### config.mk
export PLATFORM = sky130hd
export DESIGN_NAME = lfsr_share_ctrl
export DESIGN_NICKNAME = d
export VERILOG_FILES = /design/src/rtl/lfsr_share_ctrl.sv
export SDC_FILE = /design/constraint.sdc
export NUM_CORES = 1
export LEC_CHECK = 0
export BUFFER_PORTS_ARGS = -buffer_cell sky130_fd_sc_hd__buf_4
export CAP_MARGIN = 20
export CORE_UTILIZATION = 52
export DETAILED_ROUTE_END_ITERATION = 6
export PLACE_DENSITY = 0.84
export SYNTH_ARGS = -nofsm -noshare
export SYNTH_HDL_FRONTEND = slang
export SYNTH_SLANG_ARGS = --single-unit
### constraint.sdc
create_clock -name clk -period 3.4 [get_ports clk]
set_input_delay 0.17 -clock clk [delete_from_list [all_inputs] [get_ports clk]]
set_output_delay 0.17 -clock clk [all_outputs]
set_load 0.01 [all_outputs]
### src/rtl/lfsr_share_ctrl.sv
// rtl/lfsr_share_ctrl.sv - two-requester round-robin scheduler time-sharing one lfsr4 core
// Optional response timeout enabled by defining LFSR_RSP_TIMEOUT_EN.
module lfsr_share_ctrl #(
  parameter int STEP_W    = 8,
  parameter int TO_CYCLES = 16
) (
  input  logic                  clk,
  input  logic                  reset,
  input  logic [1:0]            req_valid,
  input  logic [5:0]            req_mod,
  input  logic [2*STEP_W-1:0]   req_steps,
  output logic [1:0]            req_ready,
  output logic [1:0]            rsp_valid,
  output logic [3:0]            rsp_data,
  input  logic [1:0]            rsp_ready,
  output logic                  lfsr_reset,
  output logic [2:0]            lfsr_mod,
  input  logic [3:0]            lfsr_val,
  output logic                  busy,
  output logic                  owner,
  output logic                  rsp_drop
);

  localparam logic [1:0] S_IDLE = 2'd0;
  localparam logic [1:0] S_SEED = 2'd1;
  localparam logic [1:0] S_RUN  = 2'd2;
  localparam logic [1:0] S_RESP = 2'd3;

  logic [1:0]        state;
  logic [STEP_W-1:0] cnt;
  logic              rr;
  logic [1:0]        grant;
  logic              rsp_hs;
  logic              rsp_timeout;

  // rr names the requester that wins when both are valid.
  always_comb begin
    grant = 2'b00;
    if (req_valid == 2'b11) grant[rr] = 1'b1;
    else                    grant = req_valid;
  end

  assign req_ready  = (state == S_IDLE && !reset) ? grant : 2'b00;
  assign rsp_valid  = (state == S_RESP) ? (owner ? 2'b10 : 2'b01) : 2'b00;
  assign rsp_hs     = (state == S_RESP) && rsp_ready[owner];
  assign busy       = (state != S_IDLE);
  assign lfsr_reset = (state != S_RUN);

  always_ff @(posedge clk) begin
    if (reset) begin
      state    <= S_IDLE;
      cnt      <= '0;
      rr       <= 1'b0;
      owner    <= 1'b0;
      lfsr_mod <= 3'b000;
      rsp_data <= 4'b0000;
    end else begin
      case (state)
        S_IDLE: begin
          if (req_valid != 2'b00) begin
            lfsr_mod <= grant[1] ? req_mod[5:3] : req_mod[2:0];
            cnt      <= grant[1] ? req_steps[2*STEP_W-1:STEP_W] : req_steps[STEP_W-1:0];
            owner    <= grant[1];
            state    <= S_SEED;
          end
        end
        S_SEED: state <= S_RUN;
        S_RUN: begin
          // The core advances on this same edge, so the value seen at cnt==0 is after exactly `steps` advances.
          if (cnt != '0) begin
            cnt <= cnt - STEP_W'(1);
          end else begin
            rsp_data <= lfsr_val;
            state    <= S_RESP;
          end
        end
        S_RESP: begin
          if (rsp_hs || rsp_timeout) begin
            state <= S_IDLE;
            rr    <= ~owner;
          end
        end
        default: state <= S_IDLE;
      endcase
    end
  end

`ifdef LFSR_RSP_TIMEOUT_EN
  localparam int TO_W = $clog2(TO_CYCLES) + 1;
  logic [TO_W-1:0] to_cnt;

  // A handshake in the last allowed cycle wins over the timeout.
  assign rsp_timeout = (state == S_RESP) && !rsp_hs && (to_cnt == TO_W'(TO_CYCLES - 1));

  always_ff @(posedge clk) begin
    if (reset) begin
      to_cnt   <= '0;
      rsp_drop <= 1'b0;
    end else if (state != S_RESP) begin
      to_cnt <= '0;
    end else begin
      to_cnt <= to_cnt + TO_W'(1);
      if (rsp_timeout) rsp_drop <= 1'b1;
    end
  end
`else
  assign rsp_timeout = 1'b0;
  // TO_CYCLES has no effect without the timeout; the comparison is constant false.
  assign rsp_drop    = (TO_CYCLES < 0);
`endif

endmodule

---- After elaboration in Yosys (flattened, before gate mapping) ----
Cells that the tools add are included.
Widths: inputs -> output; s select.
storage, ports and cells
  bits in registers ....................... 19
  input bits .............................. 32
  output and inout bits ................... 15
  word-level logic and storage cells ...... 52
operators by class
  $add $sub $neg .......................... 1
  $lt $le $gt $ge ......................... 3
  equality and inequality tests ........... 9
  muxes and demuxes ....................... 17
  bitwise gates (word level) .............. 2
  reduce and logical (&&, ||, !) cells .... 14
operators with widths
  kind                 number
  $mux 8               3
  $pmux 8 s2           1
  $mux 2               7
  $ne 2x2->1 const B   4
  $pmux 2 s4           1
  $reduce_bool 8->1    1
  $sub 8x1->8 const B  1
  $eq 2x2->1 const B   3
  $reduce_and 2->1     3
  $reduce_and 3->1     2
  $reduce_bool 2->1    3
  $lt 1x2->1 const B   2
  $logic_and 1x1->1    3
  $mux 1               3
  $mux 3               1
  $eq 2x1->1 const B   1
  $logic_not 2->1      1
  $ne 2x1->1 const B   1
  $not 1->1            2
  $demux 1 s1          1
  $ge 1x1->1 const B   1
  $logic_not 1->1      1

---- Logic depth before layout (Yosys ltp) ----
Gate-level depths: netlist of the first run.
  depth after elaboration ................. 8
  mapped depth ............................ 7
  depth with buffers taken out ............ 6

---- Worst setup path before layout of the first run ----
Ideal clock, no wire load.
  path type ............................... register to register
  from .................................... register state[0]
  to ...................................... register cnt[6]
  setup time .............................. 0.118 ns
  arrival time ............................ 1.697 ns
  data required time ...................... 3.282 ns
  setup slack ............................. 1.586 ns
  cell stages (with the launch flop) ...... 7
  path buffers ............................ 0
  period minus slack after synthesis ...... 1.814 ns
  path through ............................ dfxtp_1 -> inv_1 -> ha_1 -> or4b_1 -> nor2_1 -> nor2_1 -> o2111a_1
between the ends
  word-level cells in the longest chain between the ends .. 3
  elaborated cells between the ends (all ways) .. 7
  those cells by class .................... eq/ne (3); mux (1); reduce/logical (3)
RTL lines
  element                                              line  text
  start, declared                                      29    logic [1:0] state;
  start signal, assigned                               51    state <= S_IDLE;
  start signal, assigned                               64    state <= S_SEED;
  start signal, assigned                               67    S_SEED: state <= S_RUN;
  $eq 2x2->1 or $logic_not 2->1 (tied branches)        58    case (state)
  $ne 2x2->1 (no source line) (tied with other cells)  --
  $reduce_and 3->1 (no source line)                    --
  end signal, assigned                                 62    cnt <= grant[1] ? req_steps[2*STEP_W-1:STEP_W] : req_steps[STEP_W-1:0];
  end signal, assigned                                 71    cnt <= cnt - STEP_W'(1);
  end, declared                                        30    logic [STEP_W-1:0] cnt;
Several ways; a longest one is shown, not always the timed one.
A chain may end at the register's enable or synchronous reset.

---- Final worst setup path of the first run ----
  from .................................... register state[0]
  to ...................................... register cnt[4]
The elaborated chain is that of the path after synthesis.

==> results of run 1 <==
[worst reg2reg max path, stage by stage (launching register included)]
cell     delay (ps)
dfxtp_1         340
inv_1           110
ha_1            500
inv_1           350
a21oi_1         430
nand3_1         220
o32ai_1         360
[state kept, by name (all words and copies together) (netlist names)]
name	count
owner	1
state	2
rsp_data	4
cnt	8
lfsr_mod	3
rr	1
[cells in the mapped netlist (all sizes together), types with 2 or more instances]
library cell / number / share of area (%)
o211a: 2 / 1.6
dfxtp: 19 / 31
inv: 11 / 3.4
and3: 4 / 2.0
buf: 2 / 1.0
or4b: 2 / 1.9
o32ai: 3 / 2.7
nor3: 3 / 1.2
nor2: 14 / 4.3
a31oi: 2 / 1.0
nand3: 9 / 3.7
clkbuf: 5 / 1.5
a311oi: 6 / 4.3
nand4: 2 / 1.0
a211oi: 5 / 3.0
or4: 2 / 1.3
nand2: 19 / 5.8
ha: 6 / 6.1
or3b: 2 / 1.4
nor2b: 2 / 1.0
o21ai: 6 / 2.4
or3: 2 / 1.0
a21oi: 14 / 5.7
[worst min path at each step]
stage | end | cells after the start
global route | rsp_data[2]$_SDFFE_PP0P_ | 3
floorplan | rsp_data[0]$_SDFFE_PP0P_ | 2
CTS | rsp_data[2]$_SDFFE_PP0P_ | 3
finish | lfsr_mod[1]$_SDFFE_PP0P_ | 3
detailed placement | rsp_data[2]$_SDFFE_PP0P_ | 3
global placement | rsp_data[3]$_SDFFE_PP0P_ | 3
[power groups by stage]
| stage | sequential [uW] | combinational, uW | clock (uW) |
|---|---|---|---|
| global placement | 364 | 657 | 0 |
| CTS | 362 | 685 | 121 |
| finish | 364 | 696 | 119 |
| detailed placement | 366 | 679 | 0 |
| floorplan | 357 | 477 | 0 |
| global route | 373 | 755 | 131 |
[kinds of logic (layout without fill, tap and decap cells)]
kind of cell / count (synthesis) / count (layout) / share of synthesized area (%)
other: 1 / 1 / 0.304
adders and majority gates: 6 / 6 / 6.09
AOI/OAI and AO/OA: 50 / 50 / 29.2
and+or+nand+nor: 65 / 65 / 26.8
buffers and inverters: 18 / 60 / 5.89
DFF: 19 / 19 / 30.9
muxes: 1 / 1 / 0.812
[layout make-up]
| class | instances | area share [%] |
|---|---|---|
| tap | 28 | 2.19 |
| multi-input combinational | 123 | 48.7 |
| sequential | 19 | 23.8 |
| inverter | 11 | 2.58 |
| timing repair buffer | 45 | 21.1 |
| clock buffer | 4 | 1.64 |
[routing by layer]
metal	up-vias	routed length (um)	track usage, %
li1	679	-	-
met1	630	1490	36.2
met2	90	1670	48.2
met3	8	339	4.24
met4	0	51	10.6
met5	-	0	0
[per-stage QoR]
| stage | util [%] | area [um^2] |
|---|---|---|
| final | 71.7 | 1600 |
| after global routing | 71.7 | 1600 |
| after CTS | 71.7 | 1600 |
| after detailed placement | 70.5 | 1570 |
| after global placement | 70.5 | 1570 |
| after floorplan | - | 1230 |
==> impl_metrics.ini, run 1 <==
[route]
vias = 1407
viasPerCell = 6.12
routedWlPerCell_um = 15.4
drt_wl_total_um = 3550
drt_first_pass_iters = 4
drcViolationCount = 0
final_antenna_net_count = 0
dr.first_iter.drc_count = 59

[critical_path]
slowest_delay_ps = 500
path_max_fanout = 16
cp.depth = 6
cp_common_cell = inv_1
crit_arrival_ps = 2610
cpMaxStageDelayCell = ha_1
cp-endpoint = cnt[4]$_SDFFE_PP0P_
reg2reg_to = cnt[4]$_SDFFE_PP0P_
critPathLaunchType = register
worstSetupStartpoint = state[0]$_SDFFE_PP0P_
r2r_slack_ps = 990
cp_top_family = compound AO/OA/AOI/OAI gates
critPathRequiredTime_ps = 3600
rr_worst_depth = 6
r2r-start = state[0]$_SDFFE_PP0P_
crit_chain = inv_1 -> ha_1 -> inv_1 -> a21oi_1 -> nand3_1 -> o32ai_1
cp_num_buf_inv = 2
path_class = register to register
end_kind = register

[timing]
timing.final.ws_setup_ps = 993
fin_skew_ps = 1.67
finalSetupTns_ps = 0
slew_violations = 0
whs_ps = 131
fin_crit_sh_pct = 70.8
worst-slew-pin-transition_ps = 542
period_needed_ps = 2410
fmax_mhz = 416
rsz0062_at_grt = no
setup_violations = 0
max_slew_margin_pct = 63.6
hold_viol = 0

[synth]
synthFlopType = dfxtp_1
syn_nets = 198
async_flop_share_pct = 0
ys_warn_count = 0
yosysSeqAreaShare_pct = 30.9
avgSynthCellArea_um2 = 7.70
synth_edf_count = 0
synthCells = 160
synth_cell_types = 46
syn_area_um2 = 1230
yosys_register_bits = 19

[power_and_ir_drop]
pwr-share-comb_pct = 59.0
vdd_drop_max_mv = 0.438
p_seq_share_pct = 30.9
swShare_pct = 46.0
power.total_uw = 1180
p_leak_uw = 0.000706
cellPowerDensity_nw_per_um2 = 737
intPower_uw = 637
p_clk_share_pct = 10.1
p_sw_uw = 543

[flow_run]
max_cap_violations = 0

[global_route]
antenna_found_initial = 0
first_global_vias = 1228
grt_pass1_wl_um = 5370
track_usage_pct = 28.5
grt.overflow.total = 0
grt_max_degree = 21

[place]
dp_slack_ps = 1150
port_buffers = 45
gp_congestion = 0.862
hpwl_um = 2700
place_inst = 226

[finish]
finalNonFillerCells = 230
drive_gt1_share_pct = 26.2
multiInputGateArea_um2 = 779
fin_nets = 241
n_fill_cell = 184
final_cell_mix = buf_4, nand2_1, dfxtp_1
antenna_cells = 0
area_delta_synth_final_pct = 29.8
final_common_cell = buf_4
ff_latch_area_um2 = 380

[floorplan]
io_pins = 47
rows = 17
initial_utilization_pct = 55.2
core_um2 = 2230
fp.dieW_um = 50.7
die_area_um2 = 2570
die_h_um = 50.7

[clocking]
cts_resized = 0
post-cts-setup-buffers = 0
insertion_delay_ps = 300
h-tree-depth = 1
ctsLongestPathBuffers = 2
ctsRootBufferMaster = clkbuf_4
cts_tree = yes
cts_made_buffers = 3
cts_sinks = 19
cts_hold_buf = 0
clkTransAtPathRegs_ps = 110

[hold_path]
worstHoldStart = req_mod[4]
worst_hold_path_type = input pin to register

[status]
outcome = finished, final reports clean
Note: power is estimated with default switching activity, not from simulation.
==> inputs of run 2 (changes only) <==
CORE_UTILIZATION = 48   (was 52)
PLACE_DENSITY = 0.79   (was 0.84)
clock period = 2.5 ns   (was 3.4 ns; I/O delays follow)
==> impl_metrics.ini, run 2 (synthesized netlist as in run 1, its figures left out) <==
[status]
outcome = finished, final reports clean

[critical_path]
path_max_fanout = 10
cp_common_cell = nor2_1
slowest_delay_ps = 490
crit_chain = inv_1 -> ha_1 -> or4b_1 -> nor2_1 -> nor2_1 -> o2111a_1
r2r_slack_ps = 290
critPathRequiredTime_ps = 2710
cpMaxStageDelayCell = or4b_1
cp_num_buf_inv = 1
reg2reg_to = cnt[6]$_SDFFE_PP0P_
rr_worst_depth = 6
critPathLaunchType = register
crit_arrival_ps = 2420
cp_top_family = simple AND/OR/NAND/NOR gates
end_kind = register
r2r-start = state[0]$_SDFFE_PP0P_
path_class = register to register

[global_route]
grt_max_degree = 21
grt.overflow.total = 0
first_global_vias = 1349
antenna_found_initial = 0
grt_pass1_wl_um = 5970
track_usage_pct = 29.2

[timing]
setup_violations = 0
fin_skew_ps = 1.79
max_slew_margin_pct = 59.1
slew_violations = 0
rsz0062_at_grt = no
hold_viol = 0
worst-slew-pin-transition_ps = 609
fin_crit_sh_pct = 88.2
fmax_mhz = 453
period_needed_ps = 2210
finalSetupTns_ps = 0

[clocking]
insertion_delay_ps = 310
cts_tree = yes
cts_made_buffers = 3
ctsLongestPathBuffers = 2
post-cts-setup-buffers = 0
h-tree-depth = 1
cts_resized = 0
ctsRootBufferMaster = clkbuf_4
cts_hold_buf = 0
cts_sinks = 19
clkTransAtPathRegs_ps = 120

[finish]
drive_gt1_share_pct = 27.5
multiInputGateArea_um2 = 779
reg_top3 = cnt (8), rsp_data (4), lfsr_mod (3)
antenna_cells = 0
fin_nets = 243
n_fill_cell = 197
largest_reg_flops = 8
regMostFlops = cnt
final_cell_mix = buf_4, nand2_1, dfxtp_1
area_delta_synth_final_pct = 31.2
final_common_cell = buf_4
ff_latch_area_um2 = 380

[floorplan]
initial_utilization_pct = 53.2
core_um2 = 2320
rows = 17
io_pins = 47
fp.dieW_um = 52.7
die_h_um = 52.7
die_area_um2 = 2770

[place]
gp_congestion = 0.882
port_buffers = 45
hpwl_um = 2820

[route]
drt_wl_total_um = 3710
dr.first_iter.drc_count = 54
viasPerCell = 6.05
routedWlPerCell_um = 16.0
drt_first_pass_iters = 4
drcViolationCount = 0
vias = 1403
final_antenna_net_count = 0

[power_and_ir_drop]
cellPowerDensity_nw_per_um2 = 1010
vdd_drop_max_mv = 0.665
power.total_uw = 1630
p_leak_uw = 0.000719

[hold_path]
worstHoldStart = lfsr_val[3]
holdPathStages = 3
worst_hold_path_type = input pin to register
hold_path_end = rsp_data[3]$_SDFFE_PP0P_

[flow_run]
max_cap_violations = 0
-- run 2: layout make-up --
class	count	share of cell area, %
Clock inverter	1	0.310
Sequential cell	19	23.5
Inverter	11	2.55
Tap cell	28	2.17
Timing Repair Buffer	47	21.8
Clock buffer	3	1.39
Multi-Input combinational cell	123	48.2
-- run 2: power by group --
| group | switching, uW | leakage (uW) | internal, uW | total, uW |
|---|---|---|---|---|
| logic | 544 | 0.000545 | 414 | 958 |
| registers | 97.9 | 0.000156 | 403 | 501 |
| clock network | 110 | 0.0000177 | 59.7 | 169 |
-- run 2: metrics by stage --
stage               area [um^2]  utilization (%)  setup slack [ps]  instances  hold slack (ps)
CTS                        1620             69.7               354        232             63.9
global route               1620             69.7               179        232             68.2
global placement           1590             68.5               457        228              390
floorplan                  1230                -               686        160              265
detailed placement         1590             68.5               373        228              402
finish                     1620             69.7               294        232             71.6
-- run 2: tightest hold or removal path: stages --
cell and delay (ps):
buf_4 110, nand2_1 50, a21oi_1 60
-- run 2: worst max path at each step --
| stage | start | endpoint | slack [ps] | depth (start not counted) |
|---|---|---|---|---|
| 2_1_floorplan | state[0]$_SDFFE_PP0P_ | cnt[6]$_SDFFE_PP0P_ | 690 | 6 |
| 3_3_place_gp | state[0]$_SDFFE_PP0P_ | cnt[6]$_SDFFE_PP0P_ | 460 | 6 |
| 3_5_place_dp | state[0]$_SDFFE_PP0P_ | cnt[6]$_SDFFE_PP0P_ | 370 | 6 |
| 4_1_cts | state[0]$_SDFFE_PP0P_ | cnt[6]$_SDFFE_PP0P_ | 350 | 6 |
| 5_1_grt | state[0]$_SDFFE_PP0P_ | cnt[7]$_SDFFE_PP0P_ | 180 | 6 |
| 6_report | state[0]$_SDFFE_PP0P_ | cnt[6]$_SDFFE_PP0P_ | 290 | 6 |
-- run 2: per-layer routing --
metal  track usage, %  wire length [um]  up-vias
met5                0                 0        -
met4             7.89                28        0
met3             4.64               279        4
met2             48.1              1720       83
met1             38.9              1670      634
li1                 -                 -      682
